<file path="config.mk">
export PLATFORM = sky130hd
export DESIGN_NAME = sdram_host_arbiter
export DESIGN_NICKNAME = d
export VERILOG_FILES = /design/src/rtl/sdram_host_arbiter.sv
export SDC_FILE = /design/constraint.sdc
export NUM_CORES = 1
export LEC_CHECK = 0
export BUFFER_PORTS_ARGS = -buffer_cell sky130_fd_sc_hd__clkbuf_2
export CORE_MARGIN = 2
export CORE_UTILIZATION = 51
export DETAILED_ROUTE_END_ITERATION = 8
export GPL_ROUTABILITY_DRIVEN = 0
export PLACE_DENSITY = 0.95
export SETUP_SLACK_MARGIN = 0.3
export SLEW_MARGIN = 10
export SYNTH_ARGS = -nofsm -noshare
export SYNTH_HDL_FRONTEND = slang
export SYNTH_SLANG_ARGS = --single-unit
</file>
<file path="constraint.sdc">
create_clock -name clk -period 3 [get_ports clk]
set_input_delay 0.45 -clock clk [delete_from_list [all_inputs] [get_ports clk]]
set_output_delay 0.45 -clock clk [all_outputs]
set_load 0.1 [all_outputs]
</file>
<file path="src/rtl/sdram_host_arbiter.sv">
// Round-robin arbiter sharing one SDRAM controller host port between two requesters.
// Each access runs issue -> busy rise -> busy fall; a watchdog flags a hung controller.
`timescale 1ns/1ps

module sdram_host_arbiter #(
    parameter int HADDR_WIDTH   = 24,
    parameter int DATA_WIDTH    = 16,
    parameter int TIMEOUT_WIDTH = 16
) (
    input  logic                   clk,
    input  logic                   rst_n,
    input  logic                   m0_req,
    input  logic                   m0_we,
    input  logic [HADDR_WIDTH-1:0] m0_addr,
    input  logic [DATA_WIDTH-1:0]  m0_wdata,
    output logic                   m0_gnt,
    output logic                   m0_done,
    input  logic                   m1_req,
    input  logic                   m1_we,
    input  logic [HADDR_WIDTH-1:0] m1_addr,
    input  logic [DATA_WIDTH-1:0]  m1_wdata,
    output logic                   m1_gnt,
    output logic                   m1_done,
    output logic [DATA_WIDTH-1:0]  rdata,
    output logic                   err,
    output logic [HADDR_WIDTH-1:0] haddr,
    output logic [DATA_WIDTH-1:0]  data_input,
    input  logic [DATA_WIDTH-1:0]  data_output,
    input  logic                   busy,
    output logic                   rd_enable,
    output logic                   wr_enable
);

    typedef enum logic [2:0] {
        S_IDLE,
        S_ISSUE,
        S_WAIT_BUSY,
        S_BUSY,
        S_DONE
    } state_t;

    localparam logic [TIMEOUT_WIDTH-1:0] WDOG_MAX  = '1;
    localparam logic [TIMEOUT_WIDTH-1:0] WDOG_LAST = {{(TIMEOUT_WIDTH-1){1'b1}}, 1'b0};

    state_t state, state_nxt;

    logic                     prio_m1, prio_m1_nxt;
    logic                     cur_m1, cur_m1_nxt;
    logic                     cur_we, cur_we_nxt;
    logic [TIMEOUT_WIDTH-1:0] wdog, wdog_nxt;

    logic                     m0_gnt_nxt, m1_gnt_nxt, m0_done_nxt, m1_done_nxt;
    logic                     rd_enable_nxt, wr_enable_nxt, err_nxt;
    logic [DATA_WIDTH-1:0]    rdata_nxt, data_input_nxt;
    logic [HADDR_WIDTH-1:0]   haddr_nxt;

    logic grant, pick_m1, pick_we;
    logic normal_done, timeout;

    // Both requesting: the one not granted last wins; a lone requester always wins.
    assign pick_m1     = m1_req & (~m0_req | prio_m1);
    assign pick_we     = pick_m1 ? m1_we : m0_we;
    assign grant       = (state == S_IDLE) & (m0_req | m1_req) & ~busy;
    assign normal_done = (state == S_BUSY) & ~busy;
    // Watchdog fires on the cycle the counter would reach all-ones, unless completing normally.
    assign timeout     = (wdog == WDOG_LAST) &
                         ((state == S_WAIT_BUSY) | ((state == S_BUSY) & busy));

    always_ff @(posedge clk or negedge rst_n) begin
        if (!rst_n) begin
            state <= S_IDLE;
        end else begin
            state <= state_nxt;
        end
    end

    always_comb begin
        state_nxt = state;
        case (state)
            S_IDLE: begin
                if (grant) begin
                    state_nxt = S_ISSUE;
                end
            end
            S_ISSUE: begin
                state_nxt = S_WAIT_BUSY;
            end
            S_WAIT_BUSY: begin
                if (timeout) begin
                    state_nxt = S_DONE;
                end else if (busy) begin
                    state_nxt = S_BUSY;
                end
            end
            S_BUSY: begin
                if (normal_done || timeout) begin
                    state_nxt = S_DONE;
                end
            end
            S_DONE: begin
                state_nxt = S_IDLE;
            end
            default: begin
                state_nxt = S_IDLE;
            end
        endcase
    end

    // Next values of the registered outputs and the access context.
    always_comb begin
        m0_gnt_nxt     = 1'b0;
        m1_gnt_nxt     = 1'b0;
        m0_done_nxt    = 1'b0;
        m1_done_nxt    = 1'b0;
        rd_enable_nxt  = 1'b0;
        wr_enable_nxt  = 1'b0;
        err_nxt        = err;
        rdata_nxt      = rdata;
        haddr_nxt      = haddr;
        data_input_nxt = data_input;
        prio_m1_nxt    = prio_m1;
        cur_m1_nxt     = cur_m1;
        cur_we_nxt     = cur_we;
        wdog_nxt       = wdog;

        case (state)
            S_IDLE: begin
                if (grant) begin
                    cur_m1_nxt     = pick_m1;
                    cur_we_nxt     = pick_we;
                    prio_m1_nxt    = ~pick_m1;
                    haddr_nxt      = pick_m1 ? m1_addr : m0_addr;
                    data_input_nxt = pick_m1 ? m1_wdata : m0_wdata;
                    m0_gnt_nxt     = ~pick_m1;
                    m1_gnt_nxt     = pick_m1;
                    wr_enable_nxt  = pick_we;
                    rd_enable_nxt  = ~pick_we;
                end
            end
            S_ISSUE: begin
                wdog_nxt = '0;
            end
            S_WAIT_BUSY, S_BUSY: begin
                wdog_nxt = (wdog == WDOG_MAX) ? wdog : wdog + 1'b1;
                if (normal_done || timeout) begin
                    m0_done_nxt = ~cur_m1;
                    m1_done_nxt = cur_m1;
                end
                if (normal_done) begin
                    if (!cur_we) begin
                        rdata_nxt = data_output;
                    end
                end else if (timeout) begin
                    err_nxt = 1'b1;
                end
            end
            default: begin
            end
        endcase
    end

    always_ff @(posedge clk or negedge rst_n) begin
        if (!rst_n) begin
            m0_gnt     <= 1'b0;
            m1_gnt     <= 1'b0;
            m0_done    <= 1'b0;
            m1_done    <= 1'b0;
            rd_enable  <= 1'b0;
            wr_enable  <= 1'b0;
            err        <= 1'b0;
            rdata      <= '0;
            haddr      <= '0;
            data_input <= '0;
            prio_m1    <= 1'b0;
            cur_m1     <= 1'b0;
            cur_we     <= 1'b0;
            wdog       <= '0;
        end else begin
            m0_gnt     <= m0_gnt_nxt;
            m1_gnt     <= m1_gnt_nxt;
            m0_done    <= m0_done_nxt;
            m1_done    <= m1_done_nxt;
            rd_enable  <= rd_enable_nxt;
            wr_enable  <= wr_enable_nxt;
            err        <= err_nxt;
            rdata      <= rdata_nxt;
            haddr      <= haddr_nxt;
            data_input <= data_input_nxt;
            prio_m1    <= prio_m1_nxt;
            cur_m1     <= cur_m1_nxt;
            cur_we     <= cur_we_nxt;
            wdog       <= wdog_nxt;
        end
    end

endmodule

</file>
==> impl_metrics.toml <==
[status]
status = "finished, final reports clean"

[critical_path]
cp_top_family = "simple AND/OR/NAND/NOR gates"
startpoint_type = "flop"
crit_path_cell_trace = "nor4_1, o21ai_4, buf_4, nor2_1, nor2_1"
path_max_fanout = 61
cp.buffers_inverters = 1
worstReg2RegEnd = "prio_m1"
cp_slowest_stage_delay_ns = 0.61
cpMaxStageDelayCell = "nor4_1"
crit_arrival_ns = 2.36
crit_type = "reg2reg"
rrSetupSlack_ns = 0.88
rr_worst_depth = 5
r2r-start = "state[2]"
worstSetupPathDepth = 5
required_ns = 3.24
crit_path_end_kind = "flop"
crit_top_cell = "nor2_1"

[final_layout]
drive_gt1_share_pct = 39.8
most-common-layout-cells = "164 x clkbuf_2, 85 x dfrtp_1, 51 x nand2_1"
area_growth_pct = 28.2
fin_util_pct = 68.0
antennaDiodeCount = 0
instances_no_fill = 619
final_common_cell = "clkbuf_2"
nFillCells = 599
multi_input_area_um2 = 1660
num-nets-final = 621
final-seq-area_um2 = 2130

[cts]
cts_hold_buffers = 0
cts_root_buf = "clkbuf_8"
cts_resized = 0
numCtsBuffers = 9
cts_setup_buffers = 0
cts_tree = "built"
numClockSinks = 85
clkTransAtPathRegs_ns = 0.08
worstSkewPairLatency_ns = 0.35
clk_path_buf_depth = 2
h-tree-depth = 3

[flow_run]
drv_cap = 0

[routing]
vias = 3371
viasPerCell = 5.45
avgRoutedWirePerCell_um = 15.4
drtAntennaViolNets = 0
drt_iter0_markers = 263
drc_errors = 0
dr.pass1.iters = 4
finalWirelength_um = 9520

[timing]
fin_crit_sh_pct = 70.8
report.final.slew_viol_count = 0
fin_skew_ns = 0.00915
slew_headroom_pct = 30.7
worst_pin_slew_ns = 1.04
clock.fmax_ghz = 0.471
rsz0062_at_grt = "false"
setup_viol = 0
period_minus_slack_ns = 2.12
hold_viol_final = 0
fin_tns_setup_ns = 0

[synthesis]
synth_cell_types = 45
ys_seq_elements = 85
synth_ff_type = "dfrtp_1"
synthArstFlopShare_pct = 100
syn_nets = 459
syn_inst = 354
ys_seq_area_share_pct = 55.0
synth_edf_count = 0
syn_area_um2 = 3870
yosysWarnings = 0
syn_avg_cell_area_um2 = 10.9

[global_route]
grt_overflow = 0
grt_busiest_layer = "met2"
grt_use_met1_pct = 26.8
antenna_found_initial = 0
grt.met3_usage_pct = 6.31
track_usage_pct = 23.6
grt_pass1_wl_um = 15600
grt_pass1_vias = 3400
grt_max_degree = 86
use_met2_pct = 42.0

[die]
rows = 31
die-width_um = 91.1
die_area_um2 = 8300
start_util_pct = 53.1
design.portCount = 166
core_um2 = 7290
die_h_um = 91.1

[place]
io_buffers = 165
dpl.hpwl_um = 7250
dp_cells = 604

[hold_path]
hp-class = "in2async"
state kept, by name, summed over array words and instances (netlist names), 3 cells and up:
register / cells
data_input: 16
haddr: 24
state: 3
rdata: 16
wdog: 16
worst max path at each step:
| stage | from | to | slack (ns) |
|---|---|---|---|
| floorplan | busy | rdata[10] | 1.37 |
| global placement | busy | prio_m1 | 0.96 |
| detailed placement | busy | prio_m1 | 0.83 |
| CTS | state[2] | prio_m1 | 0.87 |
| global route | state[1] | prio_m1 | 0.61 |
| finish | state[2] | prio_m1 | 0.88 |
synth_stat cells, types with 3 or more instances:
cell	number	share of area (%)
inv_1	6	0.58
o21ai_0	44	5.7
mux2i_1	43	11
buf_4	3	0.58
and4_1	3	0.68
mux2_2	10	2.9
nor2_1	12	1.2
buf_2	5	0.65
nor3_1	8	1.0
nand3_1	5	0.65
mux2_1	6	1.7
clkbuf_1	9	0.87
a21oi_1	8	1.0
dfrtp_1	85	55
and2_1	4	0.65
a31oi_1	4	0.65
nand4_1	7	1.1
o31ai_1	4	0.78
nand2_1	51	4.9
nor4_1	4	0.65
routing by layer:
layer,up-vias,part of all wire (%)
li1,1598,-
met4,0,2.5
met5,-,0
met2,161,52
met3,18,7.4
met1,1594,38
cells by family (layout without fill, tap and decap cells):
group | Yosys count | in the layout | synth area share, %
AND/OR/NAND/NOR | 111 | 111 | 14.9
flip-flops | 85 | 85 | 55.0
AO/OA/AOI/OAI | 73 | 73 | 10.9
multiplexers | 59 | 59 | 15.8
buffers and inverters | 24 | 190 | 2.78
adder cells (fa/ha/maj) | 2 | 2 | 0.647
area by class of cell:
cell class	instances	share of cell area, %
clock buffer	10	2.77
clock inverter	5	0.706
inverter	6	0.454
multi-input combinational	245	33.4
sequential	85	42.9
tap	99	2.50
timing repair buffer	169	17.3
per-stage QoR:
stage	setup slack [ns]	hold WS [ns]	cell area [um^2]
CTS	0.870	0.311	4960
global placement	0.965	0.462	4790
finish	0.877	0.261	4960
detailed placement	0.831	0.469	4790
floorplan	1.37	0.154	3870
global route	0.610	0.312	4960
Power is left out: the tool's default activity adds up to more than one toggle a clock period on the data nets, which glitch-free logic cannot reach.
